**config.mk**
```make
export PLATFORM = sky130hd
export DESIGN_NAME = pipeline_hazard_ctrl
export DESIGN_NICKNAME = d
export VERILOG_FILES = /design/src/rtl/pipeline_hazard_ctrl.sv
export SDC_FILE = /design/constraint.sdc
export NUM_CORES = 1
export LEC_CHECK = 0
export CAP_MARGIN = 20
export CORE_ASPECT_RATIO = 1.1
export CORE_MARGIN = 2
export CORE_UTILIZATION = 49
export CTS_CLUSTER_SIZE = 28
export DETAILED_ROUTE_END_ITERATION = 10
export PLACE_DENSITY = 0.84
export SYNTH_ARGS = -nofsm -noshare
export SYNTH_HDL_FRONTEND = slang
export SYNTH_SLANG_ARGS = --single-unit
export TNS_END_PERCENT = 5
```
**constraint.sdc**
```tcl
create_clock -name clk_i -period 3.7 [get_ports clk_i]
set_clock_uncertainty 0.2 [all_clocks]
set_input_delay 0.74 -clock clk_i [delete_from_list [all_inputs] [get_ports clk_i]]
set_output_delay 0.74 -clock clk_i [all_outputs]
set_load 0.05 [all_outputs]
```
**src/rtl/pipeline_hazard_ctrl.sv**
```systemverilog
// Pipeline sequencing controller: load-use bubbles, branch flush, and a
// data-memory request/ack FSM that freezes the pipeline while an access waits.
module pipeline_hazard_ctrl #(
   parameter int TIMEOUT_W = 8,
   parameter int CNT_W     = 16
) (
   input  logic             clk_i,
   input  logic             rst_i,
   input  logic             start_i,
   input  logic [4:0]       IF_ID_Rs1_i,
   input  logic [4:0]       IF_ID_Rs2_i,
   input  logic             IF_ID_UsesRs2_i,
   input  logic             ID_EX_MemRead_i,
   input  logic [4:0]       ID_EX_Rd_i,
   input  logic             Branch_taken_i,
   input  logic             EX_MEM_MemRead_i,
   input  logic             EX_MEM_MemWrite_i,
   input  logic             mem_ack_i,
   output logic             mem_req_o,
   output logic             PCWrite_o,
   output logic             IF_ID_Write_o,
   output logic             NoOp_o,
   output logic             Flush_o,
   output logic             Stall_o,
   output logic             err_o,
   output logic [CNT_W-1:0] stall_cycles_o
);

   typedef enum logic [1:0] {M_IDLE, M_WAIT, M_ERR} state_t;

   // Last wait-counter value before it would become all-ones.
   localparam logic [TIMEOUT_W-1:0] WAIT_LAST = TIMEOUT_W'((1 << TIMEOUT_W) - 2);

   state_t               state;
   logic [TIMEOUT_W-1:0] wait_cnt;
   logic                 access, hazard, req, stall;

   assign access = EX_MEM_MemRead_i | EX_MEM_MemWrite_i;
   assign hazard = ID_EX_MemRead_i && (ID_EX_Rd_i != 5'd0) &&
                   ((ID_EX_Rd_i == IF_ID_Rs1_i) ||
                    (IF_ID_UsesRs2_i && (ID_EX_Rd_i == IF_ID_Rs2_i)));

   always_comb begin
      req   = (state == M_WAIT) || ((state == M_IDLE) && access);
      stall = (req && !mem_ack_i) || (state == M_ERR);
   end

   always_comb begin
      mem_req_o     = req;
      Stall_o       = stall;
      PCWrite_o     = 1'b1;
      IF_ID_Write_o = 1'b1;
      NoOp_o        = 1'b0;
      Flush_o       = Branch_taken_i;
      if (!rst_i) begin
         mem_req_o     = 1'b0;
         Stall_o       = 1'b0;
         PCWrite_o     = 1'b0;
         IF_ID_Write_o = 1'b0;
         NoOp_o        = 1'b1;
         Flush_o       = 1'b0;
      end else if (stall) begin
         PCWrite_o     = 1'b0;
         IF_ID_Write_o = 1'b0;
         Flush_o       = 1'b0;
      end else if (!start_i || hazard) begin
         PCWrite_o     = 1'b0;
         IF_ID_Write_o = 1'b0;
         NoOp_o        = 1'b1;
         Flush_o       = 1'b0;
      end
   end

   always_ff @(posedge clk_i or negedge rst_i) begin
      if (!rst_i) begin
         state    <= M_IDLE;
         wait_cnt <= '0;
         err_o    <= 1'b0;
      end else begin
         case (state)
            M_IDLE: begin
               if (access && !mem_ack_i) begin
                  state    <= M_WAIT;
                  wait_cnt <= '0;
               end
            end
            M_WAIT: begin
               // An ack arriving on the timeout cycle still completes normally.
               if (mem_ack_i) begin
                  state <= M_IDLE;
               end else if (wait_cnt == WAIT_LAST) begin
                  state    <= M_ERR;
                  wait_cnt <= wait_cnt + 1'b1;
                  err_o    <= 1'b1;
               end else begin
                  wait_cnt <= wait_cnt + 1'b1;
               end
            end
            M_ERR:   err_o <= 1'b1;
            default: state <= M_IDLE;
         endcase
      end
   end

   always_ff @(posedge clk_i or negedge rst_i) begin
      if (!rst_i) begin
         stall_cycles_o <= '0;
      end else if ((stall || (hazard && start_i)) && (stall_cycles_o != {CNT_W{1'b1}})) begin
         stall_cycles_o <= stall_cycles_o + 1'b1;
      end
   end

endmodule

```
Word level (Yosys, flattened, before mapping)
Cells that the tools add are included.
- output and inout port bits: 23
- bits in registers: 27
- input port bits: 24
- eq/ne operators: 10
- reduce and logical (&&, ||, !) cells: 22
- muxes and demuxes: 21
- add/subtract/negate cells: 2
- bitwise operators: 2
- operators by type and width (operator ; number):
    adder 16 x 1 -> 16 bit, second input constant ; 1
    two-way mux 8 bit ; 2
    != test 16 bit, second input constant ; 1
    case mux 8 bit (2 select lines) ; 1
    two-way mux 1 bit ; 13
    equality test 5 bit ; 2
    AND reduction 3 bit ; 3
    adder 8 x 1 -> 8 bit, second input constant ; 1
    equality test 8 bit, second input constant ; 1
    logical AND 1 bit ; 8
    two-way mux 2 bit ; 3
    case mux 2 bit (3 select lines) ; 1
    logical OR 1 bit ; 5
    nonzero test 5 bit ; 1
    != test 2 x 1 -> 1 bit, second input constant ; 2
    nonzero test 2 bit ; 2
    != test 3 x 2 -> 1 bit, second input constant ; 1
    equality test 2 x 1 -> 1 bit, second input constant ; 1
    equality test 2 bit, second input constant ; 1
    zero test 1 bit ; 2
    zero test 2 bit ; 1
    != test 2 bit, second input constant ; 1
    case mux 1 bit (2 select lines) ; 1
    NOT 1 bit ; 1
    OR 1 bit ; 1

Longest topological paths before layout
Gate-level depths: netlist (run 1).
- word-level depth: 8
- depth in mapped cells: 7
- mapped depth without buffers: 6

Worst setup path before layout (run 1)
Ideal clock, no wire load.
- kind: input -> output
- from: in ID_EX_Rd_i[3]
- to: out NoOp_o
- data required time: 2.760 ns
- setup slack: 0.007 ns
- arrival time: 2.753 ns
- stages: 5
- buffers on the path: 0
- cells stage by stage: xor2_1 -> nor4_2 -> a32oi_1 -> o21a_1 -> o31ai_1
- cells in the longest elaborated chain, start to end: 8
- elaborated cells on any way between the ends: 11
- those cells by class: eq/ne: 2; mux: 3; reduce/logical: 6
- ends and longest elaborated chain (what ; RTL line ; source):
    from (decl) ; 14 ; input logic [4:0] ID_EX_Rd_i,
    equality test 5 bit ; 41 ; (IF_ID_UsesRs2_i && (ID_EX_Rd_i == IF_ID_Rs2_i)));
    logical AND 1 bit ; 41 ;
    logical OR 1 bit ; 40 ; ((ID_EX_Rd_i == IF_ID_Rs1_i) ||
    logical AND 1 bit * ; 39 ; assign hazard = ID_EX_MemRead_i && (ID_EX_Rd_i != 5'd0) &&
    logical OR 1 bit * ; 66 ; end else if (!start_i || hazard) begin
    two-way mux 1 bit * ; 66 ;
    two-way mux 1 bit * ; 62 ; end else if (stall) begin
    two-way mux 1 bit * ; 55 ; if (!rst_i) begin
    to (decl) ; 22 ; output logic NoOp_o,
Every way passes the cells marked *; elsewhere a longest branch is shown, timed or not.

Worst setup path in the final report (run 1)
- from: in ID_EX_Rd_i[3]
- to: out Flush_o
- cells in the longest elaborated chain, start to end: 8
- elaborated cells on any way between the ends: 11
- those cells by class: eq/ne: 2; mux: 3; reduce/logical: 6
- ends and longest elaborated chain (what ; RTL line ; source):
    equality test 5 bit ; 41 ;
    logical AND 1 bit ; 41 ;
    logical OR 1 bit ; 40 ;
    logical AND 1 bit * ; 39 ;
    logical OR 1 bit * ; 66 ;
    two-way mux 1 bit * ; 66 ;
    two-way mux 1 bit * ; 62 ;
    two-way mux 1 bit * ; 55 ;
    to (decl) ; 23 ; output logic Flush_o,
Marked as above.

==> flow_summary.toml, run 1 <==
[die]
start_util_pct = 50.23
die-area_um2 = 3501
pin_count = 47
die_x_um = 56.60
placementRows = 21
die_y_um = 61.86
core-area_um2 = 2969

[timing]
slew_headroom_pct = 57.13
hold_viol = 0
post-route-period-util_pct = 96.78
layout_setup_ws_ps = 119.1
period_needed_ps = 3581
rsz0062_at_grt = "false"
max_clock_freq_ghz = 0.2793
tightestPinTransition_ps = 643.1
fin_tns_setup_ps = 0
slew_viol_final = 0
setup_viol = 0

[setup_path]
endpoint = "Flush_o"
cp_max_fo = 3
r2r_cells = 6
cpPeakStageDelay_ps = 490
reg2reg_to = "stall_cycles_o[1]"
cp_data_arrival_time_ps = 2640
critPathTopFamily = "simple AND/OR/NAND/NOR gates"
path_buf_inv = 2
crit_path_start_kind = "primary input"
critPathCaptureType = "output pin"
required_ps = 2760
cp.depth = 8
r2r_slack_ps = 1570
critPathLaunch = "ID_EX_Rd_i[3]"
timing.rr.start = "state[0]"
path_cells = "clkdlybuf4s50_1 > xor2_1 > nor4_2 > a32oi_1 > o21a_1 > and3_1 > and2_1 > buf_12"
slowest_stage = "clkdlybuf4s50_1"
critical_path_class = "in2out"

[synth]
seq_area_frac_synth_pct = 45.30
syn_area_um2 = 1491
async_flop_share_pct = 100.0
synth_seq_cells = 27
synthCells = 145
synth_most_common_cell = "dfrtp_1"
netlist-cell-type-count = 38
synth_top_flop_cell = "dfrtp_1"
synth_edf_count = 0
syn_nets = 172
ys_top_cells_by_area = "dfrtp_1 (45%), xnor2_1 (8.8%), xor2_1 (8.2%), nand4_1 (4.6%), and3_1 (2.9%)"
yosysTopAreaCell = "dfrtp_1"
yosysWarningCount = 0
synth.avg_cell_area_um2 = 10.29
yosys-top-cells-count = "dfrtp_1 (27), xnor2_1 (15), xor2_1 (14)"
synth_top_area_share_pct = 45.30

[global_route]
grt_pass1_vias = 1225
grt_antenna_before_repair = 0
grt_remaining_overflow = 0
grt_start_max_net_pins = 28
track_usage_pct = 21.18
grt_pass1_wl_mm = 5.658

[power]
powerDensity_nw_per_um2 = 431.2
p_total_uw = 914.4
peakVddDrop_v = 0.0005074
leakage_nw = 0.9112

[place]
globalplace.congestion = 0.8015
place_hpwl_mm = 2.884
portBuffers = 46
dp_slack_ps = 36.94
placed_cell_area_um2 = 2073

[clock_network]
htree_num_levels = 1
cts_sinks = 27
cts_tree = "yes"
path_clk_slew_ps = 140
numCtsBuffers = 3
clk_latency_ps = 320
ctsHoldBuffers = 0
cts_max_path_buffers = 2
root_buffer = "clkbuf_4"

[final_layout]
nets = 227
area_delta_synth_final_pct = 42.20
diodes = 0
drive_gt1_share_pct = 14.07
fin_area_um2 = 2121

[drt]
drt-vias-per-instance = 5.536
via_count = 1290
drc = 0
drt_wl_total_mm = 3.672
wl_per_cell_um = 15.76
drtIter0Drc = 33
dr.pass1.iters = 4
antenna_left = 0

[run_status]
status = "finished clean"

[min_path]
hold_path.class = "reg2reg"
hp-start = "err_o"

[flow_run]
maxCapViolCount = 0
[layer usage]
| metal | share of wire [%] | GRT usage [%] | vias up |
|---|---|---|---|
| li1 | - | - | 621 |
| met1 | 42 | 25.13 | 638 |
| met2 | 53 | 40.20 | 25 |
| met3 | 3.1 | 3.106 | 6 |
| met4 | 1.7 | 6.803 | 0 |
| met5 | 0 | 0 | - |
[where the power goes]
| part | switching [mW] | total [mW] | internal, mW |
|---|---|---|---|
| Clock | 0.0868 | 0.128 | 0.0412 |
| Combinational | 0.227 | 0.385 | 0.158 |
| Sequential | 0.0625 | 0.401 | 0.338 |
[area by class of cell]
class / instances / area [µm²]
Inverter: 4 / 15.01
Tap cell: 34 / 42.54
Multi-Input combinational cell: 112 / 789.5
Sequential cell: 27 / 675.6
Clock inverter: 1 / 7.507
Timing Repair Buffer: 52 / 568.0
Fill cell: 231 / 848.3
Clock buffer: 3 / 22.52
[stage by stage]
step | hold slack [ps] | utilization (%) | std cells
after detailed placement | 261.2 | 69.83 | 228
after floorplan | 244.4 | - | 145
after global placement | 256.5 | 69.83 | 228
after global routing | 319.4 | 71.43 | 233
after CTS | 294.8 | 70.84 | 232
final | 293.2 | 71.43 | 233
[timing repair]
item / 4_1_cts / 5_1_grt
buffers inserted: 0 / 1
gates resized for setup: 0 / 3
setup endpoints to repair: 0 / 2
[state kept, by name, summed over array words and instances, names as in the netlist]
register and flops:
wait_cnt 8, stall_cycles_o 16, err_o 1, state 2
[cells in the final DEF, fill, tap and decap left out, drive strengths merged, types with 2 or more instances in the layout]
master	Yosys	final
clkbuf	0	3
or3	2	2
nor3	4	4
clkdlybuf4s50	0	39
and3	7	7
a21oi	3	3
nand4	11	11
buf	2	12
o21ai	4	4
ha	3	3
xor2	14	14
xnor2	15	15
o31ai	2	2
and4	2	2
nor2	11	11
dfrtp	27	27
inv	4	4
nand2	11	11
nand3	7	7
[cells by family (layout without fill, tap and decap cells)]
kind of cell | Yosys count | count (layout) | synth area share, %
AO/OA/AOI/OAI | 14 | 14 | 7.131
XOR/XNOR | 29 | 29 | 17.03
flip-flops | 27 | 27 | 45.30
multiplexers | 2 | 2 | 1.426
buffers and inverters | 6 | 60 | 2.265
adder cells (fa/ha/maj) | 3 | 3 | 2.517
AND/OR/NAND/NOR | 64 | 64 | 24.33
[worst register-to-register path: stages (launching register included)]
cell	delay (ps)
dfrtp_1	450
nor3_1	330
nor3_2	90
nor2_1	260
o31ai_4	230
nand2_2	140
mux2_2	330
[worst min-delay path by stage]
stage                     endpoint  slack, ps  depth (start not counted)
after floorplan              err_o        240                          0
after global placement       err_o        260                          1
after detailed placement     err_o        260                          1
after CTS                    err_o        290                          1
after global routing         err_o        320                          1
final                        err_o        290                          1
Power figures use the tool's default switching activity.
==> run 2: changes to the inputs <==
CAP_MARGIN = 25   (was 20)
CTS_CLUSTER_SIZE = 20   (was 28)
==> results of run 2 <==
No change in the layout: final DEF, timing and power equal those of run 1.
==> run 3: changes to the inputs <==
CORE_ASPECT_RATIO = 2   (was 1.1)
==> flow_summary.toml, run 3 (synthesized netlist as in run 1, its figures left out) <==
[setup_path]
crit_path_start_kind = "primary input"
r2r_cells = 5
cp_max_fo = 3
critPathCaptureType = "output pin"
cp_data_arrival_time_ps = 2690
required_ps = 2760
r2r_slack_ps = 1640
critPathLaunch = "ID_EX_Rd_i[1]"
critical_path_class = "in2out"
reg2reg_to = "stall_cycles_o[1]"
timing.rr.start = "stall_cycles_o[6]"
endpoint = "Flush_o"

[timing]
hold_viol = 0
rsz0062_at_grt = "false"
post-route-period-util_pct = 98.20
tightestPinTransition_ps = 634.6
setup_viol = 0
slew_headroom_pct = 57.70
slew_viol_final = 0
fin_tns_setup_ps = 0
period_needed_ps = 3634
max_clock_freq_ghz = 0.2752

[final_layout]
final_common_cell = "clkdlybuf4s50_1"
fillers = 222
area_delta_synth_final_pct = 42.53
largest_register_ffs = 16
final_cells = 229
layout_common_cells = "clkdlybuf4s50_1 (39), dfrtp_1 (27), xnor2_1 (15)"
drive_gt1_share_pct = 13.57
largest-register = "stall_cycles_o"
largest_registers = "stall_cycles_o x16, wait_cnt x8, state x2"
diodes = 0
nets = 227

[clock_network]
cts_tree = "yes"
cts_sinks = 27
cts_max_path_buffers = 2
postCtsSetupRepairBufs = 0
ctsHoldBuffers = 0
numCtsBuffers = 3
cts_resized = 0
clk_latency_ps = 270
htree_num_levels = 1
path_clk_slew_ps = 90
root_buffer = "clkbuf_8"

[global_route]
gr-usage-met1_pct = 23.36
grt.busiest_layer = "met2"
grt_pass1_wl_mm = 6.023
grt_remaining_overflow = 0
grt.met2_usage_pct = 41.67
track_usage_pct = 22.16
grt_antenna_before_repair = 0
grt_pass1_vias = 1375
grt_start_max_net_pins = 28
gr-usage-met3_pct = 3.956

[power]
pwr-share-seq_pct = 42.1
swShare_pct = 39.45
p_sw_uw = 374.0
p_clk_share_pct = 17.5
leakage_nw = 0.9199
p_int_uw = 574.0
peakVddDrop_v = 0.0005687
combPwrFrac_pct = 40.4
powerDensity_nw_per_um2 = 445.9

[place]
place_hpwl_mm = 2.878
dp_cells = 225
globalplace.congestion = 0.8094
portBuffers = 46

[die]
start_util_pct = 50.68
die-area_um2 = 3528
placementRows = 28
die_x_um = 43.01
pin_count = 47
core-area_um2 = 2943
die_y_um = 82.02

[min_path]
hp-start = "err_o"
hold_path.class = "reg2reg"

[drt]
drtIter0Drc = 28
wl_per_cell_um = 15.68
dr.pass1.iters = 4
drt-vias-per-instance = 5.681
via_count = 1301
drc = 0
drt_wl_total_mm = 3.591
antenna_left = 0

[flow_run]
maxCapViolCount = 0

[run_status]
status = "finished clean"
-- run 3: cell types whose count changed in the layout (fill, tap and decap cells not counted), sizes merged --
| cell | previous run | this run |
|---|---|---|
| clkbuf | 3 | 4 |
| clkinvlp | 1 | 0 |
-- run 3: critical path, stage by stage --
cell,delay (ps)
clkdlybuf4s50_1,480
or4_2,710
o21ai_2,160
o21a_1,140
and3_1,180
and2_4,160
buf_12,130
-- run 3: area by class of cell --
| cell class | count | area [µm²] | share of cell area [%] |
|---|---|---|---|
| well taps | 30 | 37.54 | 1.766 |
| multi-input cells | 112 | 784.5 | 36.90 |
| inverters | 4 | 15.01 | 0.7063 |
| flip-flops and latches | 27 | 675.6 | 31.78 |
| clock buffers | 4 | 45.04 | 2.119 |
| repair buffers | 52 | 568.0 | 26.72 |
-- run 3: worst min path at each step --
stage / end / slack (ps) / depth (start not counted)
2_1_floorplan: err_o / 240 / 0
3_3_place_gp: err_o / 250 / 1
3_5_place_dp: err_o / 260 / 1
4_1_cts: err_o / 280 / 1
5_1_grt: err_o / 300 / 1
6_report: err_o / 280 / 1
-- run 3: through the flow --
stage          hold slack (ps)  area, µm²  power, mW  setup WS, ps  util [%]
6_report                 282.2       2126     0.9479         66.43     72.24
5_1_grt                  295.6       2126      1.000         28.38     72.24
4_1_cts                  284.4       2121     0.9530         31.75     72.07
3_5_place_dp             264.4       2076     0.7879         40.44     70.54
3_3_place_gp             252.9       2076     0.7745         118.9     70.54
2_1_floorplan            244.4       1491     0.6287         6.863         -
-- run 3: power by group through the flow --
stage | registers [mW] | logic, mW | clock network (mW)
after floorplan | 0.512 | 0.117 | 0
after global placement | 0.401 | 0.374 | 0
after detailed placement | 0.404 | 0.384 | 0
after CTS | 0.399 | 0.385 | 0.169
after global routing | 0.409 | 0.405 | 0.186
final | 0.400 | 0.383 | 0.166
-- run 3: routing by layer --
metal	wire (µm)	share of wire, %
met3	74	2.1
met2	2123	59
met4	93	2.6
met1	1299	36
met5	0	0
